### src/rtl/decode_stage_pkg.sv
// ---------------------------------------------------------------------------
// decode_stage_pkg
// Shared definitions for the RV32I decode stage: opcodes, instruction match
// patterns (including the RV32M group), control-field encodings and a helper
// that maps funct3 to an ALU operation.
// All "don't care" codes (ALU_X, RS1_X, RS2_X, WB_X, BR_X) are zero so that a
// reset ID/EX register reads as an all-zero bundle.
// Optional feature macro used by the decoder: DECODE_M_EXT_EN.
// ---------------------------------------------------------------------------
package decode_stage_pkg;

  // Major opcodes
  localparam logic [6:0] OP_LOAD   = 7'b0000011;
  localparam logic [6:0] OP_STORE  = 7'b0100011;
  localparam logic [6:0] OP_OP     = 7'b0110011;
  localparam logic [6:0] OP_IMM    = 7'b0010011;
  localparam logic [6:0] OP_BRANCH = 7'b1100011;
  localparam logic [6:0] OP_JAL    = 7'b1101111;
  localparam logic [6:0] OP_JALR   = 7'b1100111;
  localparam logic [6:0] OP_LUI    = 7'b0110111;
  localparam logic [6:0] OP_AUIPC  = 7'b0010111;

  // Match patterns: (inst & MASK) == MATCH
  localparam logic [31:0] MASK_F3_OP  = 32'h0000_707F;
  localparam logic [31:0] MATCH_LW    = 32'h0000_2003;
  localparam logic [31:0] MATCH_SW    = 32'h0000_2023;
  localparam logic [31:0] MATCH_JALR  = 32'h0000_0067;
  localparam logic [31:0] MASK_F7_OP  = 32'hFE00_007F;
  localparam logic [31:0] MATCH_M_EXT = 32'h0200_0033;

  typedef enum logic [4:0] {
    ALU_X    = 5'd0,
    ALU_ADD  = 5'd1,
    ALU_SUB  = 5'd2,
    ALU_SLL  = 5'd3,
    ALU_SLT  = 5'd4,
    ALU_SLTU = 5'd5,
    ALU_XOR  = 5'd6,
    ALU_SRL  = 5'd7,
    ALU_SRA  = 5'd8,
    ALU_OR   = 5'd9,
    ALU_AND  = 5'd10,
    ALU_JALR = 5'd11,
    ALU_MUL    = 5'd16,
    ALU_MULH   = 5'd17,
    ALU_MULHSU = 5'd18,
    ALU_MULHU  = 5'd19,
    ALU_DIV    = 5'd20,
    ALU_DIVU   = 5'd21,
    ALU_REM    = 5'd22,
    ALU_REMU   = 5'd23
  } alu_fn_e;

  typedef enum logic [1:0] {RS1_X = 2'd0, RS1_RS1 = 2'd1, RS1_PC  = 2'd2} rs1_sel_e;
  typedef enum logic [1:0] {RS2_X = 2'd0, RS2_RS2 = 2'd1, RS2_IMM = 2'd2} rs2_sel_e;
  typedef enum logic       {MEN_0 = 1'b0, MEN_1 = 1'b1} men_e;
  typedef enum logic [1:0] {WB_X = 2'd0, WB_ALU = 2'd1, WB_MEM = 2'd2, WB_PC = 2'd3} wb_sel_e;
  typedef enum logic [2:0] {
    BR_X = 3'd0, BR_EQ = 3'd1, BR_NE = 3'd2, BR_LT = 3'd3,
    BR_GE = 3'd4, BR_LTU = 3'd5, BR_GEU = 3'd6, BR_JAL = 3'd7
  } br_e;

  // funct3 -> ALU op for OP/OP-IMM; alt selects SUB/SRA (inst[30]).
  function automatic alu_fn_e alu_from_f3(input logic [2:0] f3, input logic alt);
    case (f3)
      3'b000:  return alt ? ALU_SUB : ALU_ADD;
      3'b001:  return ALU_SLL;
      3'b010:  return ALU_SLT;
      3'b011:  return ALU_SLTU;
      3'b100:  return ALU_XOR;
      3'b101:  return alt ? ALU_SRA : ALU_SRL;
      3'b110:  return ALU_OR;
      default: return ALU_AND;
    endcase
  endfunction

endpackage

### src/rtl/decode_core.sv
// ---------------------------------------------------------------------------
// decode_core
// Purely combinational RV32I decoder (RV32M when DECODE_M_EXT_EN is defined).
// Ports:
//   i_inst        instruction word
//   o_imm         sign-extended immediate (0 for R-type / illegal)
//   o_rs1/rs2/rd  raw register fields inst[19:15], inst[24:20], inst[11:7]
//   o_alu_fn, o_rs1_sel, o_rs2_sel, o_mem_wen, o_wb_sel, o_br  control fields
//   o_illegal     encoding not recognised
//   o_uses_rs1/2  register sources actually read (for hazard detection)
// ---------------------------------------------------------------------------
module decode_core
  import decode_stage_pkg::*;
(
  input  logic [31:0] i_inst,
  output logic [31:0] o_imm,
  output logic [4:0]  o_rs1,
  output logic [4:0]  o_rs2,
  output logic [4:0]  o_rd,
  output logic [4:0]  o_alu_fn,
  output logic [1:0]  o_rs1_sel,
  output logic [1:0]  o_rs2_sel,
  output logic        o_mem_wen,
  output logic [1:0]  o_wb_sel,
  output logic [2:0]  o_br,
  output logic        o_illegal,
  output logic        o_uses_rs1,
  output logic        o_uses_rs2
);

  logic [6:0]  w_opcode;
  logic [2:0]  w_f3;
  logic [6:0]  w_f7;
  logic [31:0] w_imm_i, w_imm_s, w_imm_b, w_imm_u, w_imm_j;

  assign w_opcode = i_inst[6:0];
  assign w_f3     = i_inst[14:12];
  assign w_f7     = i_inst[31:25];
  assign o_rs1    = i_inst[19:15];
  assign o_rs2    = i_inst[24:20];
  assign o_rd     = i_inst[11:7];

  assign w_imm_i = {{20{i_inst[31]}}, i_inst[31:20]};
  assign w_imm_s = {{20{i_inst[31]}}, i_inst[31:25], i_inst[11:7]};
  assign w_imm_b = {{19{i_inst[31]}}, i_inst[31], i_inst[7], i_inst[30:25], i_inst[11:8], 1'b0};
  assign w_imm_u = {i_inst[31:12], 12'b0};
  assign w_imm_j = {{11{i_inst[31]}}, i_inst[31], i_inst[19:12], i_inst[20], i_inst[30:21], 1'b0};

  always_comb begin
    o_imm      = '0;
    o_alu_fn   = ALU_X;
    o_rs1_sel  = RS1_X;
    o_rs2_sel  = RS2_X;
    o_mem_wen  = MEN_0;
    o_wb_sel   = WB_X;
    o_br       = BR_X;
    o_illegal  = 1'b1;
    o_uses_rs1 = 1'b0;
    o_uses_rs2 = 1'b0;
    case (w_opcode)
      OP_LOAD: if ((i_inst & MASK_F3_OP) == MATCH_LW) begin
        o_imm = w_imm_i; o_alu_fn = ALU_ADD; o_rs1_sel = RS1_RS1; o_rs2_sel = RS2_IMM;
        o_wb_sel = WB_MEM; o_illegal = 1'b0; o_uses_rs1 = 1'b1;
      end
      OP_STORE: if ((i_inst & MASK_F3_OP) == MATCH_SW) begin
        o_imm = w_imm_s; o_alu_fn = ALU_ADD; o_rs1_sel = RS1_RS1; o_rs2_sel = RS2_IMM;
        o_mem_wen = MEN_1; o_illegal = 1'b0; o_uses_rs1 = 1'b1; o_uses_rs2 = 1'b1;
      end
      OP_OP: begin
        // funct7=0100000 is only valid for SUB and SRA
        if (w_f7 == 7'b0000000 ||
            (w_f7 == 7'b0100000 && (w_f3 == 3'b000 || w_f3 == 3'b101))) begin
          o_alu_fn = alu_from_f3(w_f3, i_inst[30]); o_rs1_sel = RS1_RS1; o_rs2_sel = RS2_RS2;
          o_wb_sel = WB_ALU; o_illegal = 1'b0; o_uses_rs1 = 1'b1; o_uses_rs2 = 1'b1;
        end else if ((i_inst & MASK_F7_OP) == MATCH_M_EXT) begin
`ifdef DECODE_M_EXT_EN
          // funct3 order matches MUL..REMU, so the code is a plain offset
          o_alu_fn = ALU_MUL + {2'b00, w_f3}; o_rs1_sel = RS1_RS1; o_rs2_sel = RS2_RS2;
          o_wb_sel = WB_ALU; o_illegal = 1'b0; o_uses_rs1 = 1'b1; o_uses_rs2 = 1'b1;
`else
          o_illegal = 1'b1;
`endif
        end
      end
      OP_IMM: begin
        // shifts carry funct7 in the immediate field and must be well-formed
        if ((w_f3 == 3'b001) ? (w_f7 == 7'b0000000) :
            (w_f3 == 3'b101) ? (w_f7 == 7'b0000000 || w_f7 == 7'b0100000) : 1'b1) begin
          o_imm = w_imm_i; o_alu_fn = alu_from_f3(w_f3, (w_f3 == 3'b101) && i_inst[30]);
          o_rs1_sel = RS1_RS1; o_rs2_sel = RS2_IMM; o_wb_sel = WB_ALU;
          o_illegal = 1'b0; o_uses_rs1 = 1'b1;
        end
      end
      OP_BRANCH: if (w_f3[2:1] != 2'b01) begin
        o_imm = w_imm_b; o_alu_fn = ALU_ADD; o_rs1_sel = RS1_PC; o_rs2_sel = RS2_IMM;
        o_illegal = 1'b0; o_uses_rs1 = 1'b1; o_uses_rs2 = 1'b1;
        case (w_f3)
          3'b000:  o_br = BR_EQ;
          3'b001:  o_br = BR_NE;
          3'b100:  o_br = BR_LT;
          3'b101:  o_br = BR_GE;
          3'b110:  o_br = BR_LTU;
          default: o_br = BR_GEU;
        endcase
      end
      OP_JAL: begin
        o_imm = w_imm_j; o_alu_fn = ALU_ADD; o_rs1_sel = RS1_PC; o_rs2_sel = RS2_IMM;
        o_wb_sel = WB_PC; o_br = BR_JAL; o_illegal = 1'b0;
      end
      OP_JALR: if ((i_inst & MASK_F3_OP) == MATCH_JALR) begin
        o_imm = w_imm_i; o_alu_fn = ALU_JALR; o_rs1_sel = RS1_RS1; o_rs2_sel = RS2_IMM;
        o_wb_sel = WB_PC; o_br = BR_JAL; o_illegal = 1'b0; o_uses_rs1 = 1'b1;
      end
      OP_LUI: begin
        o_imm = w_imm_u; o_alu_fn = ALU_ADD; o_rs2_sel = RS2_IMM;
        o_wb_sel = WB_ALU; o_illegal = 1'b0;
      end
      OP_AUIPC: begin
        o_imm = w_imm_u; o_alu_fn = ALU_ADD; o_rs1_sel = RS1_PC; o_rs2_sel = RS2_IMM;
        o_wb_sel = WB_ALU; o_illegal = 1'b0;
      end
      default: ;
    endcase
  end

endmodule

### src/rtl/decode_stage.sv
// ---------------------------------------------------------------------------
// decode_stage
// Registered RV32I decode stage: instruction buffer (circular FIFO), decode of
// the buffer head, load-use hazard bubble, flush, and ID/EX output register.
// Optional RV32M decode: define DECODE_M_EXT_EN.
// Ports:
//   clk, rst (async, active-high), flush (drop everything in flight)
//   if_valid/if_ready/if_inst/if_pc   fetch-side handshake
//   ex_ready                          execute accepts ID/EX contents
//   id_*                              registered decoded instruction
//   ibuf_count                        buffer occupancy
// ---------------------------------------------------------------------------
module decode_stage
  import decode_stage_pkg::*;
#(
  parameter int XLEN       = 32,
  parameter int IBUF_DEPTH = 4
) (
  input  logic                        clk,
  input  logic                        rst,
  input  logic                        flush,
  input  logic                        if_valid,
  output logic                        if_ready,
  input  logic [31:0]                 if_inst,
  input  logic [XLEN-1:0]             if_pc,
  input  logic                        ex_ready,
  output logic                        id_valid,
  output logic [XLEN-1:0]             id_pc,
  output logic [31:0]                 id_imm,
  output logic [4:0]                  id_rs1_addr,
  output logic [4:0]                  id_rs2_addr,
  output logic [4:0]                  id_rd_addr,
  output logic [4:0]                  id_alu_fn,
  output logic [1:0]                  id_rs1_sel,
  output logic [1:0]                  id_rs2_sel,
  output logic                        id_mem_wen,
  output logic [1:0]                  id_wb_sel,
  output logic [2:0]                  id_br,
  output logic                        id_illegal,
  output logic [$clog2(IBUF_DEPTH):0] ibuf_count
);

  localparam int PTR_W = $clog2(IBUF_DEPTH);
  localparam logic [PTR_W:0] PTR_ONE = 1;
  localparam logic [PTR_W:0] PTR_FULL = IBUF_DEPTH;

  if (XLEN != 32) begin : g_xlen_check
    $error("decode_stage: only XLEN=32 is supported");
  end
  if (IBUF_DEPTH < 2 || (IBUF_DEPTH & (IBUF_DEPTH - 1)) != 0) begin : g_depth_check
    $error("decode_stage: IBUF_DEPTH must be a power of two >= 2");
  end

  // Buffer storage and pointers (extra MSB distinguishes full from empty)
  logic [31:0]     r_ibuf_inst [IBUF_DEPTH];
  logic [XLEN-1:0] r_ibuf_pc   [IBUF_DEPTH];
  logic [PTR_W:0]  r_wptr, r_rptr;

  logic [PTR_W:0]  w_count;
  logic            w_full, w_head_valid, w_push, w_pop, w_advance, w_hazard;
  logic [31:0]     w_head_inst;
  logic [XLEN-1:0] w_head_pc;

  // Decoded head
  logic [31:0] w_dec_imm;
  logic [4:0]  w_dec_rs1, w_dec_rs2, w_dec_rd, w_dec_alu_fn;
  logic [1:0]  w_dec_rs1_sel, w_dec_rs2_sel, w_dec_wb_sel;
  logic        w_dec_mem_wen, w_dec_illegal, w_uses_rs1, w_uses_rs2;
  logic [2:0]  w_dec_br;

  // ID/EX register
  logic            r_id_valid, r_id_mem_wen, r_id_illegal;
  logic [XLEN-1:0] r_id_pc;
  logic [31:0]     r_id_imm;
  logic [4:0]      r_id_rs1, r_id_rs2, r_id_rd, r_id_alu_fn;
  logic [1:0]      r_id_rs1_sel, r_id_rs2_sel, r_id_wb_sel;
  logic [2:0]      r_id_br;

  assign w_count      = r_wptr - r_rptr;
  assign w_full       = (w_count == PTR_FULL);
  assign w_head_valid = (r_wptr != r_rptr);
  assign w_head_inst  = r_ibuf_inst[r_rptr[PTR_W-1:0]];
  assign w_head_pc    = r_ibuf_pc[r_rptr[PTR_W-1:0]];

  // Not qualified by a same-cycle pop, keeping the fetch path short
  assign if_ready = !rst && !w_full && !flush;
  assign w_push   = if_valid && if_ready;

  decode_core u_core (
    .i_inst     (w_head_inst),
    .o_imm      (w_dec_imm),
    .o_rs1      (w_dec_rs1),
    .o_rs2      (w_dec_rs2),
    .o_rd       (w_dec_rd),
    .o_alu_fn   (w_dec_alu_fn),
    .o_rs1_sel  (w_dec_rs1_sel),
    .o_rs2_sel  (w_dec_rs2_sel),
    .o_mem_wen  (w_dec_mem_wen),
    .o_wb_sel   (w_dec_wb_sel),
    .o_br       (w_dec_br),
    .o_illegal  (w_dec_illegal),
    .o_uses_rs1 (w_uses_rs1),
    .o_uses_rs2 (w_uses_rs2)
  );

  // Load in ID/EX whose destination is read by the head: hold the head a cycle
  assign w_advance = !r_id_valid || ex_ready;
  assign w_hazard  = r_id_valid && (r_id_wb_sel == WB_MEM) && (r_id_rd != 5'd0) &&
                     w_head_valid &&
                     ((w_uses_rs1 && (w_dec_rs1 == r_id_rd)) ||
                      (w_uses_rs2 && (w_dec_rs2 == r_id_rd)));
  assign w_pop     = !flush && w_advance && !w_hazard && w_head_valid;

  // Buffer pointers
  always_ff @(posedge clk or posedge rst) begin
    if (rst) begin
      r_wptr <= '0;
      r_rptr <= '0;
    end else if (flush) begin
      r_wptr <= '0;
      r_rptr <= '0;
    end else begin
      if (w_push) r_wptr <= r_wptr + PTR_ONE;
      if (w_pop)  r_rptr <= r_rptr + PTR_ONE;
    end
  end

  // Entry storage; stale contents are unreachable once the pointers reset
  always_ff @(posedge clk) begin
    if (w_push) begin
      r_ibuf_inst[r_wptr[PTR_W-1:0]] <= if_inst;
      r_ibuf_pc[r_wptr[PTR_W-1:0]]   <= if_pc;
    end
  end

  // ID/EX register
  always_ff @(posedge clk or posedge rst) begin
    if (rst) begin
      r_id_valid   <= 1'b0;
      r_id_pc      <= '0;
      r_id_imm     <= '0;
      r_id_rs1     <= '0;
      r_id_rs2     <= '0;
      r_id_rd      <= '0;
      r_id_alu_fn  <= ALU_X;
      r_id_rs1_sel <= RS1_X;
      r_id_rs2_sel <= RS2_X;
      r_id_mem_wen <= MEN_0;
      r_id_wb_sel  <= WB_X;
      r_id_br      <= BR_X;
      r_id_illegal <= 1'b0;
    end else if (flush) begin
      r_id_valid <= 1'b0;
    end else if (w_advance) begin
      if (w_pop) begin
        r_id_valid   <= 1'b1;
        r_id_pc      <= w_head_pc;
        r_id_imm     <= w_dec_imm;
        r_id_rs1     <= w_dec_rs1;
        r_id_rs2     <= w_dec_rs2;
        r_id_rd      <= w_dec_rd;
        r_id_alu_fn  <= w_dec_alu_fn;
        r_id_rs1_sel <= w_dec_rs1_sel;
        r_id_rs2_sel <= w_dec_rs2_sel;
        r_id_mem_wen <= w_dec_mem_wen;
        r_id_wb_sel  <= w_dec_wb_sel;
        r_id_br      <= w_dec_br;
        r_id_illegal <= w_dec_illegal;
      end else begin
        // hazard bubble or empty buffer
        r_id_valid <= 1'b0;
      end
    end
  end

  assign id_valid    = r_id_valid;
  assign id_pc       = r_id_pc;
  assign id_imm      = r_id_imm;
  assign id_rs1_addr = r_id_rs1;
  assign id_rs2_addr = r_id_rs2;
  assign id_rd_addr  = r_id_rd;
  assign id_alu_fn   = r_id_alu_fn;
  assign id_rs1_sel  = r_id_rs1_sel;
  assign id_rs2_sel  = r_id_rs2_sel;
  assign id_mem_wen  = r_id_mem_wen;
  assign id_wb_sel   = r_id_wb_sel;
  assign id_br       = r_id_br;
  assign id_illegal  = r_id_illegal;
  assign ibuf_count  = w_count;

endmodule
### config.mk
export PLATFORM = sky130hd
export DESIGN_NAME = decode_stage
export DESIGN_NICKNAME = d
export VERILOG_FILES = /design/src/rtl/decode_stage_pkg.sv /design/src/rtl/decode_core.sv /design/src/rtl/decode_stage.sv
export SDC_FILE = /design/constraint.sdc
export NUM_CORES = 1
export LEC_CHECK = 0
export ABC_CLOCK_PERIOD_IN_PS = 9900
export BUFFER_PORTS_ARGS = -buffer_cell sky130_fd_sc_hd__buf_2
export CORE_MARGIN = 4
export CORE_UTILIZATION = 50
export DETAILED_ROUTE_END_ITERATION = 6
export GPL_TIMING_DRIVEN = 0
export PLACE_DENSITY = 0.7
export SLEW_MARGIN = 15
export SYNTH_ARGS = -nofsm -noshare
export SYNTH_HDL_FRONTEND = slang
export SYNTH_HIERARCHICAL = 1
export SYNTH_SLANG_ARGS = --single-unit
### constraint.sdc
create_clock -name clk -period 9.9 [get_ports clk]
set_input_delay 0.495 -clock clk [delete_from_list [all_inputs] [get_ports clk]]
set_output_delay 0.495 -clock clk [all_outputs]
set_load 0.01 [all_outputs]
==> metrics, run 1 <==
status completed; Post-Syn Instances 790; Post-Synth Simple-Gate Area approximately 3.5%; CP top delay family simple AND/OR/NAND/NOR gates; WP buf/inv 4; post-synthesis xor/xnor area fraction less than 1%; Synth Warn # 6; Port Buffers between 150 and 200; Num CTS Buffers 38; CTS Hold Bufs 0; Final min period roughly 5 ns; EDFF count, synth around 260; Reg power frac between 40% and 50%; Clock Latency Late Sink 0.52 ns; power per standard cell area 274 nW/µm²; Placer Congestion about 0.90; first-pass GRT wire length approximately 48000 µm; Max Slew Vio Count 0; largest net degree at the start of global routing between 60 and 70; total core area around 29000 µm²; worst path cell trace clkbuf_1 -> clkbuf_1 -> mux4_2 -> and4bb_2 -> nand3b_1 -> nor3_1 -> nor2_1 -> nand2_1 -> nand2_1 -> o22ai_2 -> a21oi_2 -> buf_4 -> buf_6 -> mux2_1; Mapped Avg Cell Area ~18 µm²; critical path class reg2reg; Post-synth top flop edfxtp_1; CP max-delay cell nor3_1; Die H around 180 µm; Crit Path Max Fanout 10; Die X between 150 and 200 µm; CTS max path bufs 3; Worst Hold Class in2async; root buf cell clkbuf_16; switch share 30.9%; H-tree depth 2; Final Cycle Share about 50%; fin nets roughly 1100; Synth-to-Final Area Change 18.4%; most frequent cell after synthesis edfxtp_1; clk sink count between 300 and 400; adder-cell area share of the yosys netlist less than 1%; pre-CTS WS approximately 4.9 ns; Int Pwr 3.27 mW; maximum VDD drop between 0.15 and 0.2 mV; FILL cells about 2200; CP Data Arrival Time roughly 5.4 ns; post-synthesis compound-gate area fraction between 4 and 5%; vias in the first global route roughly 8100; post-synthesis sequential area ratio between 70% and 80%; crit start category flop; power after layout between 4 and 5 mW; Detailed Route Iter0 Violations between 500 and 600; CTS tree yes; First-pass DRT Iterations 5; Post-DRT Antenna Nets 0; worst slew pin tran slightly above 0.9 ns; number of placed I/O pins approximately 170; Routed wire per std cell between 20 and 25 µm; Syn Nets between 800 and 900; Starting Density approximately 50%; critical path capture point type flop; Critical Path Stages 14; Slew HR between 30 and 40%; R2R cell count 14; total grt overflow 0; fraction of final layout cells sized beyond drive strength 1 a little over a third; final setup margin approximately 4.9 ns; GRT Overall Usage between 10% and 20%; static leakage power 6.68 nW; CTS resizes 0; Worst EP required between 10 and 15 ns; final hold vios 0; FP Rows 62; f_max ~0.2 GHz; Synth top cells by count 256 x edfxtp_1, 102 x dfrtp_1, 70 x mux2_1, 64 x mux4_2, 24 x mux2_2; Combinational Power Share ~31%; Reg clk slew, reported paths 0.06 ns; final setup violation count 0; Area contributors post-synth edfxtp_1 53%, dfrtp_1 18%, mux4_2 9.9%; initial antenna violation count 4; die area 31900 µm²; share of Yosys cell area claimed by the top area cell type a little over half; DP Wirelength between 20000 and 25000 µm; share of total power in the clock network 28.7%; RSZ-0062 raised after global routing false; cell area after synthesis 14500 µm²; clk_skew about 0.020 ns; vias between 7000 and 8000; FF-to-FF setup slack a little under 5 ns; Switching Power around 1.5 mW; setup bufs post-CTS 0; share of async-settable or async-resettable flops after synthesis about 28%; combinational family with the most area after synthesis multiplexers; post-synthesis mux area share roughly 17%; max_cap viols 0; Via density 5.56; final WL approximately 31000 µm; Setup TNS Final 0 ns; slowest stage delay, CP ~0.73 ns; Yosys reg bits about 360; dominant cell type by area after synthesis edfxtp_1; Synth cell types between 60 and 70; DRC viols 0
-- state kept, by name, summed over array words and instances (netlist names), 5 cells and up --
signal and count:
id_alu_fn 5, r_ibuf_pc 128, r_ibuf_inst 128, id_rs1_addr 5, id_rs2_addr 5, id_pc 32, id_imm 32, id_rd_addr 5
-- per-stage QoR --
| step | hold slack, ns | area [µm²] | util (%) | cells |
|---|---|---|---|---|
| floorplan | 0.470 | 14500 | - | 790 |
| global placement | 0.462 | 15900 | 55.3 | 1341 |
| detailed placement | 0.469 | 16000 | 55.8 | 1346 |
| CTS | 0.0281 | 17200 | 60.0 | 1415 |
| global route | 0.0451 | 17200 | 60.0 | 1416 |
| finish | 0.0295 | 17200 | 60.0 | 1416 |
-- placed cells by master, fill, tap and decap left out, types with 11 or more instances in the layout --
cell type	count
inv_1	12
buf_4	17
xnor2_1	12
mux2_1	70
nor2_1	17
clkbuf_16	41
mux4_2	64
clkbuf_1	34
mux2_2	24
a21oi_1	11
buf_2	175
nor3_1	12
edfxtp_1	256
nand2_1	21
a21o_1	20
dfrtp_1	102
-- final cells by class --
type                            count  area (µm²)  area share [%]
Multi-Input combinational cell    361        3910            22.7
Sequential cell                   358       10200            59.5
Clock buffer                       54        1090            6.36
Inverter                           13        53.8           0.312
Tap cell                          384         480            2.79
Buffer                             58         359            2.09
Antenna cell                        1        2.50          0.0145
Timing Repair Buffer              172         973            5.65
Clock inverter                     15         104           0.603
-- power by group through the flow --
stage               combinational, mW  sequential [mW]  clock, mW
finish                           1.44             1.93       1.35
global route                     1.57             1.95       1.45
CTS                              1.46             1.93       1.38
detailed placement               1.46             1.96          0
global placement                 1.43             1.95          0
floorplan                       0.922             1.99          0
-- path summary, 6_finish.rpt --
check | from | end
setup / recovery | r_rptr[1]$_DFFE_PP0P_ | id_pc[27]$_DFFE_PP0P_
min in group clk | if_inst[9] | r_ibuf_inst[2][9]$_DFFE_PP_
max in group asynchronous | rst | id_alu_fn[3]$_DFFE_PP0P_
setup reg to reg | r_rptr[1]$_DFFE_PP0P_ | id_pc[27]$_DFFE_PP0P_
hold / removal | rst | id_pc[15]$_DFFE_PP0P_
hold reg to reg | id_rs1_sel[1]$_DFFE_PP0P_ | id_rs1_sel[1]$_DFFE_PP0P_
-- cell families after synthesis --
family	count (synthesis)
AO/OA/AOI/OAI	83
XOR/XNOR	13
adder cells (fa/ha/maj)	8
buffers and inverters	71
flip-flops	358
multiplexers	161
other	1
AND/OR/NAND/NOR	95
-- worst register-to-register path: cells and delay by family, from the launching register on --
family	cells	cell delay (ns)
AOI/OAI and AO/OA	2	0.38
buffers and inverters	4	1.58
DFF	1	0.47
muxes	2	0.83
and+or+nand+nor	6	1.65
-- layer usage --
| metal | share of wire (%) | global-route usage (%) | routed length, µm | vias to the layer above |
|---|---|---|---|---|
| met5 | 0.083 | 0 | 26 | - |
| met4 | 2.0 | 4.54 | 620 | 6 |
| met3 | 6.6 | 4.41 | 2060 | 57 |
| met2 | 48 | 32.8 | 15100 | 257 |
| met1 | 43 | 27.7 | 13400 | 4028 |
| li1 | - | - | - | 3521 |
(Power assumes the default switching activity.)
==> run 2: changes to the inputs <==
- ABC_CLOCK_PERIOD_IN_PS: 9900 -> 4800
- clock period: 9.9 -> 4.8 ns (I/O delays scaled with it)
==> metrics, run 2 (synthesis gave the netlist of run 1 again) <==
RSZ-0062 raised after global routing false; CTS tree yes; Max Slew Vio Count 0 (unchanged); final hold vios 0 (unchanged); Final min period 4.46 ns (-0.561 ns); root buf cell clkbuf_16; Die H 179 µm (unchanged); clk sink count 358 (unchanged); CP Data Arrival Time 4.84 ns (-0.56 ns); register area 10200 µm² (unchanged); number of placed I/O pins 169 (unchanged); DRC viols 0 (unchanged); Worst Hold Class in2reg; cell mode on critical path buf_4; Routed wire per std cell 21.3 µm (-3.3%); CTS max path bufs 3 (unchanged); maximum VDD drop 0.373 mV (+110%); Clock Latency Late Sink 0.52 ns (about the same); Fin Hold WS 0.0537 ns (+0.0242 ns); power per standard cell area 547 nW/µm² (+99%); FILL cells 2124 (-3.0%); GRT Overall Usage 20.3% (+0.32 points); f_max 0.224 GHz (+13%); largest net degree at the start of global routing 63 (unchanged); Slew HR 38.6% (-0.12 points); fin area 17900 µm² (+4.0%); worst path cell trace buf_2 -> clkbuf_4 -> buf_4 -> mux4_2 -> clkbuf_1 -> nor3b_1 -> nand3_2 -> nor2_2 -> a21o_1 -> or2_2 -> nand2_1 -> o22ai_4 -> a21oi_2 -> buf_4 -> buf_6 -> mux2_1; final setup margin 0.343 ns (-4.54 ns); vias 8104 (+3.0%); final core occ 62.4% (+2.4 points); Via density 5.47 (-1.5%); WP buf/inv 6 (+2); Placement Cell Area 16000 µm² (unchanged); Synth-to-Final Area Change 23.1%; static leakage power 6.96 nW (+4.2%); slowest stage delay, CP 0.55 ns (-0.18 ns); Die X 179 µm (unchanged); Worst EP required 5.18 ns (-5.10 ns); Placer Congestion 0.900 (unchanged); Port Buffers 167 (unchanged); status completed; First-pass DRT Iterations 5 (unchanged); Detailed Route Iter0 Violations 622 (+8.0%); Int Pwr 6.78 mW (+110%); first-pass GRT wire length 49200 µm (+2.3%); Crit Path Max Fanout 10 (unchanged); FP Rows 62 (unchanged); Reg clk slew, reported paths 0.06 ns (about the same); final WL 31500 µm (+1.1%); die area 31900 µm² (unchanged); Starting Density 50.7% (unchanged); Reg power frac 40.6% (-0.2 points); area taken by multi-input logic gates 3930 µm² (+0.51%); commonest non-fill, non-tap cell in the layout edfxtp_1; switch share 30.8% (-0.065 points); fraction of final layout cells sized beyond drive strength 1 33.8% (-1.5 points); placed insts 1346 (unchanged); crit start category flop; Combinational Power Share 31.0% (+0.4 points); Final Instance Count excl. Fillers 1481 (+4.6%); critical path capture point type flop; initial antenna violation count 2 (-2); total core area 28700 µm² (unchanged); worst slew pin tran 0.921 ns (+0.00182 ns); power after layout 9.80 mW (+110%); Switching Power 3.02 mW (+110%); Post-DRT Antenna Nets 0 (unchanged); total grt overflow 0 (unchanged); final setup violation count 0 (unchanged); max_cap viols 0 (unchanged); most frequent cells in the layout 256 x edfxtp_1, 172 x buf_2, 102 x dfrtp_1; critical path class reg2reg; CP max-delay cell mux4_2; clk_skew 0.0212 ns (+0.00118 ns); DP Wirelength 20700 µm (unchanged); share of total power in the clock network 28.4% (-0.3 points); H-tree depth 2 (unchanged); CP top delay family buffers and inverters; pre-CTS WS -0.194 ns (-5.10 ns); fin nets 1144 (+6.0%); Setup TNS Final 0 ns (unchanged); Num CTS Buffers 38 (unchanged); Final Cycle Share 92.9% (+42 points); vias in the first global route 8416 (+3.7%)
-- run 2: cell types whose count changed in the layout (fill, tap and decap cells not counted), moves of 2 or more --
cell,change
buf_2,-3
dlygate4sd3_1,+65
clkbuf_2,+3
clkbuf_4,+2
clkbuf_1,-3
-- run 2: timing repair --
item / 4_1_cts / 5_1_grt
endpoints found under the setup margin: 91 / 93
resized for setup: 3 / 9
buffers inserted: 0 / 0
endpoints found under the hold margin: 296 / 0
cloned: 0 / 0
hold buffers: 65 / 0
-- run 2: worst paths after layout --
| path | to | cells after the start | slack (ns) | startpoint |
|---|---|---|---|---|
| max | id_pc[27]$_DFFE_PP0P_ | 16 | 0.34 | r_rptr[0]$_DFFE_PP0P_ |
| max reg2reg | id_pc[27]$_DFFE_PP0P_ | 16 | 0.34 | r_rptr[0]$_DFFE_PP0P_ |
| min reg2reg | id_rs1_sel[1]$_DFFE_PP0P_ | 1 | 0.48 | id_rs1_sel[1]$_DFFE_PP0P_ |
| min in group asynchronous | id_pc[15]$_DFFE_PP0P_ | 3 | 0.34 | rst |
| max in group asynchronous | id_rd_addr[2]$_DFFE_PP0P_ | 4 | 3.78 | rst |
| min | id_valid$_DFFE_PP0P_ | 3 | 0.05 | ex_ready |
-- run 2: area by class of cell --
cell class	count	share of cell area, %
Inverter	13	0.301
Antenna cell	1	0.0140
Timing Repair Buffer	237	9.07
Clock inverter	15	0.580
Tap cell	384	2.68
Clock buffer	54	6.12
Buffer	58	2.07
Sequential cell	358	57.2
Multi-Input combinational cell	361	22.0
-- run 2: power by group through the flow --
stage	sequential, mW	combinational, mW	clock (mW)
after floorplan	4.10	1.90	0
after global placement	4.03	2.94	0
after detailed placement	4.03	3.00	0
after CTS	3.98	3.07	2.86
after global routing	4.02	3.31	2.99
final	3.97	3.04	2.78
-- run 2: per-layer routing --
layer | vias to the layer above | global-route usage, % | part of all wire [%]
met5 | - | 0 | 0.025
li1 | 3656 | - | -
met2 | 264 | 33.8 | 49
met3 | 51 | 4.03 | 6.6
met4 | 2 | 4.51 | 1.9
met1 | 4131 | 28.1 | 43
-- run 2: worst reg2reg max path, stage by stage, from the launching register on --
cell,delay [ns]
dfrtp_1,0.37
buf_2,0.20
clkbuf_4,0.30
buf_4,0.29
mux4_2,0.55
clkbuf_1,0.22
nor3b_1,0.35
nand3_2,0.25
nor2_2,0.22
a21o_1,0.23
or2_2,0.16
nand2_1,0.09
o22ai_4,0.26
a21oi_2,0.11
buf_4,0.23
buf_6,0.19
mux2_1,0.32
